`src/rtl/collision_manager_pkg.sv`:
```
// Shared game constants and types for the collision manager and its
// bounding-box comparator: state encodings, coordinate width, screen limits.
package collision_manager_pkg;

    localparam int COORD_W  = 10;
    localparam int SUM_W    = COORD_W + 1;
    localparam int SCREEN_W = 640;
    localparam int SCREEN_H = 480;

    typedef enum logic [1:0] {
        PLAYING   = 2'd0,
        HIT       = 2'd1,
        INVULN    = 2'd2,
        GAME_OVER = 2'd3
    } state_e;

    typedef logic [COORD_W-1:0] coord_t;
    typedef logic [SUM_W-1:0]   edge_t;

    typedef struct packed {
        coord_t x;
        coord_t y;
        coord_t w;
        coord_t h;
    } box_t;

    typedef struct packed {
        edge_t a_l, a_t, a_r, a_b;
        edge_t b_l, b_t, b_r, b_b;
        logic  nonzero;
    } bbox_stage1_t;

    // One extra bit so a box near the coordinate limit never wraps.
    function automatic edge_t far_edge(input coord_t pos, input coord_t size);
        return {1'b0, pos} + {1'b0, size};
    endfunction

endpackage

```
`src/rtl/collision_manager_bbox_overlap.sv`:
```
// Two-stage pipelined axis-aligned bounding-box overlap test between two boxes.
// Stage 1 registers all box edges; stage 2 registers the combined compare.
module bbox_overlap
    import collision_manager_pkg::*;
(
    input  logic clk,
    input  logic rst,
    input  logic clr,
    input  box_t box_a,
    input  box_t box_b,
    output logic overlap_q
);

    bbox_stage1_t s1_d, s1_q;
    logic         overlap_d;

    // NOTE: every always_comb output gets a value before any branch, so no latch is inferred.
    always_comb begin
        s1_d.a_l     = {1'b0, box_a.x};
        s1_d.a_t     = {1'b0, box_a.y};
        s1_d.a_r     = far_edge(box_a.x, box_a.w);
        s1_d.a_b     = far_edge(box_a.y, box_a.h);
        s1_d.b_l     = {1'b0, box_b.x};
        s1_d.b_t     = {1'b0, box_b.y};
        s1_d.b_r     = far_edge(box_b.x, box_b.w);
        s1_d.b_b     = far_edge(box_b.y, box_b.h);
        // A degenerate box can still pass the edge compares, so gate it explicitly.
        s1_d.nonzero = (|box_a.w) && (|box_a.h) && (|box_b.w) && (|box_b.h);

        overlap_d = s1_q.nonzero
                 && (s1_q.a_l < s1_q.b_r) && (s1_q.b_l < s1_q.a_r)
                 && (s1_q.a_t < s1_q.b_b) && (s1_q.b_t < s1_q.a_b);

        if (clr) begin
            s1_d      = '0;
            overlap_d = 1'b0;
        end
    end

    // NOTE: sequential state uses non-blocking assignments so every flop samples pre-edge values.
    always_ff @(posedge clk or posedge rst) begin
        if (rst) begin
            s1_q      <= '0;
            overlap_q <= 1'b0;
        end else begin
            s1_q      <= s1_d;
            overlap_q <= overlap_d;
        end
    end

endmodule

```
`src/rtl/collision_manager.sv`:
```
// Player/obstacle collision FSM: turns pipelined overlap into a tick-held
// collision strobe and tracks lives, hit count, grace period and game-over.
module collision_manager
    import collision_manager_pkg::*;
#(
    parameter int START_LIVES = 3,
    parameter int GRACE_TICKS = 30
) (
    input  logic               clk,
    input  logic               rst,
    input  logic               game_en,
    input  logic               restart,
    input  logic [COORD_W-1:0] player_x,
    input  logic [COORD_W-1:0] player_y,
    input  logic [COORD_W-1:0] player_w,
    input  logic [COORD_W-1:0] player_h,
    input  logic [COORD_W-1:0] obstacle_x_pos,
    input  logic [COORD_W-1:0] obstacle_y_pos,
    input  logic [COORD_W-1:0] obstacle_width,
    input  logic [COORD_W-1:0] obstacle_height,
    output logic               collision,
    output logic [2:0]         lives,
    output logic [7:0]         hit_count,
    output logic               invulnerable,
    output logic               game_over
);

    localparam logic [2:0] START_LIVES_V = 3'(START_LIVES);
    localparam logic [7:0] GRACE_V       = 8'(GRACE_TICKS);

    state_e     state_q, state_d;
    logic       collision_q, collision_d;
    logic [2:0] lives_q, lives_d;
    logic [7:0] hit_count_q, hit_count_d;
    logic [7:0] grace_cnt_q, grace_cnt_d;
    logic       invuln_q, invuln_d;
    logic       game_over_q, game_over_d;
    logic       pipe_clr;
    logic       overlap_q;
    box_t       player_box, obstacle_box;

    assign player_box   = '{x: player_x, y: player_y, w: player_w, h: player_h};
    assign obstacle_box = '{x: obstacle_x_pos, y: obstacle_y_pos,
                            w: obstacle_width, h: obstacle_height};

    bbox_overlap u_bbox_overlap (
        .clk       (clk),
        .rst       (rst),
        .clr       (pipe_clr),
        .box_a     (player_box),
        .box_b     (obstacle_box),
        .overlap_q (overlap_q)
    );

    always_comb begin
        state_d     = state_q;
        collision_d = collision_q;
        lives_d     = lives_q;
        hit_count_d = hit_count_q;
        grace_cnt_d = grace_cnt_q;
        invuln_d    = invuln_q;
        pipe_clr    = 1'b0;

        case (state_q)
            PLAYING: begin
                if (overlap_q) begin
                    state_d     = HIT;
                    collision_d = 1'b1;
                    lives_d     = (lives_q == 3'd0) ? 3'd0 : lives_q - 3'd1;
                    hit_count_d = (hit_count_q == 8'hFF) ? 8'hFF : hit_count_q + 8'd1;
                end
            end
            HIT: begin
                // The obstacle mover samples collision on game_en, so hold until one is seen.
                if (game_en) begin
                    collision_d = 1'b0;
                    if (lives_q == 3'd0) begin
                        state_d = GAME_OVER;
                    end else if (GRACE_TICKS == 0) begin
                        state_d = PLAYING;
                    end else begin
                        state_d     = INVULN;
                        grace_cnt_d = GRACE_V;
                        invuln_d    = 1'b1;
                    end
                end
            end
            INVULN: begin
                if (game_en) begin
                    if (grace_cnt_q <= 8'd1) begin
                        state_d     = PLAYING;
                        grace_cnt_d = 8'd0;
                        invuln_d    = 1'b0;
                    end else begin
                        grace_cnt_d = grace_cnt_q - 8'd1;
                    end
                end
            end
            GAME_OVER: begin
                collision_d = 1'b0;
                if (restart) begin
                    state_d     = PLAYING;
                    lives_d     = START_LIVES_V;
                    hit_count_d = 8'd0;
                    pipe_clr    = 1'b1;
                end
            end
            default: state_d = PLAYING;
        endcase

        game_over_d = (state_d == GAME_OVER);
    end

    always_ff @(posedge clk or posedge rst) begin
        if (rst) begin
            state_q     <= PLAYING;
            collision_q <= 1'b0;
            lives_q     <= START_LIVES_V;
            hit_count_q <= 8'd0;
            grace_cnt_q <= 8'd0;
            invuln_q    <= 1'b0;
            game_over_q <= 1'b0;
        end else begin
            state_q     <= state_d;
            collision_q <= collision_d;
            lives_q     <= lives_d;
            hit_count_q <= hit_count_d;
            grace_cnt_q <= grace_cnt_d;
            invuln_q    <= invuln_d;
            game_over_q <= game_over_d;
        end
    end

    assign collision    = collision_q;
    assign lives        = lives_q;
    assign hit_count    = hit_count_q;
    assign invulnerable = invuln_q;
    assign game_over    = game_over_q;

endmodule
```
`config.mk`:
```
export PLATFORM = sky130hd
export DESIGN_NAME = collision_manager
export DESIGN_NICKNAME = d
export VERILOG_FILES = /design/src/rtl/collision_manager_pkg.sv /design/src/rtl/collision_manager_bbox_overlap.sv /design/src/rtl/collision_manager.sv
export SDC_FILE = /design/constraint.sdc
export NUM_CORES = 1
export LEC_CHECK = 0
export CAP_MARGIN = 20
export CORE_MARGIN = 5
export CORE_UTILIZATION = 49
export CTS_CLUSTER_DIAMETER = 120
export CTS_CLUSTER_SIZE = 20
export DETAILED_ROUTE_END_ITERATION = 8
export PLACE_DENSITY = 0.72
export SYNTH_ARGS = -nofsm -noshare
export SYNTH_HDL_FRONTEND = slang
export SYNTH_SLANG_ARGS = --single-unit
```
`constraint.sdc`:
```
create_clock -name clk -period 3.2 [get_ports clk]
set_input_delay 0.32 -clock clk [delete_from_list [all_inputs] [get_ports clk]]
set_output_delay 0.32 -clock clk [all_outputs]
set_load 0.005 [all_outputs]
```
**After elaboration in Yosys (flattened, before gate mapping)**

Index checks and enable logic that the tools add are counted.

- Mux-type cells: 32
- Magnitude comparators: 5
- Reduce and logical (&&, ||, !) cells: 20
- Eq/ne operators: 11
- Add/subtract/negate cells: 7

Operators by type and width:

| cell | number |
|---|---|
| 88-bit 2-to-1 mux | 1 |
| 8-bit 2-to-1 mux | 7 |
| 10-bit by 10-bit adder with 11-bit output | 4 |
| 10-bit OR reduction | 4 |
| 11-bit less-than comparator | 3 |
| 8-bit case mux with 2 select lines | 2 |
| 10-bit by 11-bit less-than comparator with 1-bit output | 1 |
| 1-bit 2-to-1 mux | 10 |
| 2-bit 2-to-1 mux | 5 |
| 2-bit inequality test (second input constant) | 5 |
| 3-bit 2-to-1 mux | 3 |
| 8-bit by 1-bit adder with 8-bit output (second input constant) | 1 |
| 8-bit == test (second input constant) | 1 |
| 8-bit by 1-bit less-or-equal comparator with 1-bit output (second input constant) | 1 |
| 2-bit case mux with 4 select lines | 1 |
| 8-bit by 1-bit subtractor with 8-bit output (second input constant) | 1 |
| 1-bit logical AND | 7 |
| 2-bit == test (second input constant) | 3 |
| 3-bit case mux with 2 select lines | 1 |
| 3-bit AND reduction | 2 |
| 5-bit AND reduction | 1 |
| 4-bit AND reduction | 1 |
| 2-bit nonzero test | 2 |
| 3-bit zero test | 1 |
| 7 further kinds | 7 |

- Register bits after elaboration: 113
- Output and inout port bits: 14
- Logic and storage cells: 92
- Bits of input ports: 84

**Logic depth before layout (Yosys ltp)**

- Word-level depth: 6
- Depth in mapped cells: 8
- Mapped depth without buffers: 8

**By module**

Synthesis repeated with hierarchy kept, for this count alone.

- Cell total of the unflattened synthesis: 672
- Area, all modules: 6,607.6 µm²

By module, submodules not included:

| module | seq. area each (µm²) | instances | area each (µm²) | cells an instance |
|---|---|---|---|---|
| bbox_overlap | 2,152.1 | 1 | 5,340.1 | 540 |
| collision_manager | 603.1 | 1 | 1,267.5 | 132 |

**Least setup slack after synthesis**

No wires, ideal clock.

- Kind: input-to-reg
- From: in obstacle_x_pos[0]
- To: reg u_bbox_overlap.s1_q[18] in the netlist's numbering
- Library setup time: 132 ps
- Path buffers: 0
- Stages on the path: 8
- Arrival: 1,755 ps
- Required time: 3,068 ps
- Slack: 1,313 ps
- Cell sequence: ha_1 fa_1 a21o_1 a21oi_1 o21bai_1 a21oi_1 xor2_1 nor2_1

RTL lines:

| item | RTL line | source |
|---|---|---|
| start: declaration | collision_manager.sv:17 | `input logic [COORD_W-1:0] obstacle_x_pos,` |
| end signal: assignment | collision_manager_bbox_overlap.sv:43 | `s1_q <= '0;` |
| end signal: assignment | collision_manager_bbox_overlap.sv:46 | `s1_q <= s1_d;` |
| end: declaration | collision_manager_bbox_overlap.sv:14 | `bbox_stage1_t s1_d, s1_q;` |

==> results.yml <==
outcome:
  status: "completed"
clocking:
  cts_tree: "done"
  cts.sinks: 110
  cts_resized: 0
  htreeDepth: 3
  cts-root-buf: "clkbuf_16"
  cts_setup_buffers: 0
  cts_buffers: 9
  cts.clk_slew.worst_paths_ns: 0.07
  clock_latency_ns: 0.34
  holdBufCountCts: 0
  clockBufferDepth: 2
floorplanning:
  placeableCoreArea_um2: 12700
  die_area_um2: 15500
  rows: 41
  start_util_pct: 50.4
  fp.dieW_um: 124
  boundaryPins: 98
  die_y_um: 124
setup_path:
  crit_family: "compound AO/OA/AOI/OAI gates"
  critical_path.most_common_cell: "a21oi_1"
  critPathRequiredTime_ns: 3.42
  crit_buf_inv: 1
  critPathKind: "in -> reg"
  crit_slowest_cell: "clkdlybuf4s50_1"
  critPathLaunchType: "input port"
  crit_path_max_incr_delay_ns: 0.43
  ff2ff_path_depth: 6
  cp_data_arrival_time_ns: 2.43
  crit_path_end_kind: "register"
  cp.depth: 9
  crit_chain: "clkdlybuf4s50_1 > ha_1 > fa_1 > a21o_1 > a21oi_1 > o21bai_1 > a21oi_1 > xor2_1 > nor2_1"
  worst-path-max-fanout: 3
global_route:
  grtUsageTotal_pct: 20.0
  grt_pass1_wl_um: 25900
  grt_start_max_net_pins: 68
  grt-ovfl-total: 0
  antenna_found_initial: 0
  grt_pass1_vias: 5319
timing:
  setup_viol: 0
  finalCritPeriodShare_pct: 69.0
  tightest_slew_ns: 0.573
  slew_viol_final: 0
  tns_ns: 0
  min_period_ns: 2.21
  skew_ns: 0.00526
  max-slew-margin-rel_pct: 61.8
  grt_setup_unrepaired: "false"
  clock.fmax_ghz: 0.453
  hold_ws_ns: 0.413
  hold_viol: 0
final_layout:
  instances_no_fill: 924
  n_fill_cell: 1133
  drive_gt1_share_pct: 4.26
  areaGrowthSynthToFinish_pct: 23.6
  final_util_pct: 62.3
  diodes: 0
  nNetsFinal: 914
routing:
  drtIter0Drc: 234
  num_vias: 5046
  drt-total-wl_um: 15200
  wire_per_inst_um: 16.4
  drc: 0
  ant_nets: 0
  firstDrtPassIters: 4
  viasPerCell: 5.46
flow_run:
  cap_violations: 0
synthesis:
  synth_area_um2: 6410
  syn-instance-count: 648
  synth_top_cells_by_count: "dfrtp_1, ha_1, nor2_1"
  synth_area_per_cell_um2: 9.89
  synth.most_common_cell: "dfrtp_1"
  seq_area_frac_synth_pct: 43.0
  synth-main-ff-cell: "dfrtp_1"
  synth-edff-count: 0
  synth.distinct_cells: 52
  synth.net_count: 815
  synth.area.top_cells: "dfrtp_1, ha_1, and2_1"
  yosysTopAreaCell: "dfrtp_1"
  yosysWarnings: 0
  async_flop_share_pct: 100
  synth_seq_cells: 110
  yosys.area.top_type_share_pct: 42.2
placement:
  hpwl_um: 11900
  finalWeightedCongestion: 0.840
  post-place-cells: 908
  port_buffers: 97
power:
  cellLeakagePower_nw: 3.58
  finalPower_mw: 4.63
  power_density_nw_per_um2: 584
  ir_drop_v: 0.000283
worst_hold_path:
  min_path_type: "in -> async"
==> placed cells by master (no fill, tap or decap), types with 6 or more instances in the layout <==
cell,Yosys,final
nor2_1,69,69
and2_1,49,49
ha_1,79,79
a21oi_1,35,35
a21o_1,12,12
clkdlybuf4s50_1,0,97
dfrtp_1,108,108
a211oi_1,10,10
xor2_1,13,13
or4_1,6,6
nor4_1,21,21
nor3_1,17,17
a31oi_1,10,10
xnor2_1,18,18
inv_1,49,48
clkbuf_16,0,9
o21ai_0,17,17
o21a_1,13,13
nand3_1,24,23
nand2_1,18,18
==> where the power goes <==
part | total [mW] | internal (mW) | switching (mW)
logic | 1.49 | 0.716 | 0.774
clock network | 1.19 | 0.704 | 0.481
registers | 1.95 | 1.72 | 0.234
==> metrics by stage <==
step                      instance area [um^2]  worst slack, ns
after global placement                    7600            0.759
after CTS                                 7920             1.04
after floorplan                           6410             1.31
final                                     7920            0.992
after global routing                      7920            0.789
after detailed placement                  7600            0.700
==> worst register-to-register path: stages (launching register included) <==
cell	delay (ns)
dfrtp_1	0.33
inv_1	0.05
ha_1	0.31
a21o_1	0.19
a2111oi_0	0.48
nor3_1	0.13
nor4_1	0.37
==> registers in the layout, summed over array words and instances (netlist names) <==
name / count
state_q: 2
collision: 1
hit_count: 8
game_over: 1
invulnerable: 1
u_bbox_overlap.overlap_q: 1
grace_cnt_q: 8
lives: 3
u_bbox_overlap.s1_q: 85
==> worst paths after layout <==
path                                         from                  endpoint  slack (ns)
max                                   player_x[0]   u_bbox_overlap.s1_q[62]        0.99
min reg2reg                             collision                 collision        0.53
min                                           rst            grace_cnt_q[1]        0.41
max reg2reg                u_bbox_overlap.s1_q[5]  u_bbox_overlap.overlap_q        1.21
min in group clk                        collision                 collision        0.53
max in group asynchronous                     rst   u_bbox_overlap.s1_q[54]        2.29
==> logic make-up (layout without fill, tap and decap cells) <==
kind of cell / count (synthesis) / count (layout) / share of synthesized area (%)
buffers and inverters: 63 / 167 / 3.71
xor gates and xnor gates: 31 / 31 / 4.24
adders and majority gates: 83 / 83 / 16.7
and+or+nand+nor: 235 / 235 / 19.5
AOI/OAI and AO/OA: 126 / 126 / 12.9
DFF: 110 / 110 / 43.0
==> cell type report <==
| type | instances | area, um^2 | area share (%) |
|---|---|---|---|
| inverters | 49 | 188 | 2.37 |
| flip-flops and latches | 110 | 2760 | 34.8 |
| well taps | 172 | 215 | 2.72 |
| multi-input cells | 475 | 3420 | 43.2 |
| repair buffers | 102 | 1020 | 12.9 |
| clock buffers | 10 | 239 | 3.02 |
| clock inverters | 6 | 85.1 | 1.07 |
==> routing by layer <==
metal	GRT usage, %	vias up	part of all wire [%]
met5	0	-	0
met4	6.06	0	1.3
met3	2.40	14	3.3
met2	34.2	93	49
met1	26.7	2445	46
li1	-	2494	-
Note: power is estimated with default switching activity, not from simulation.
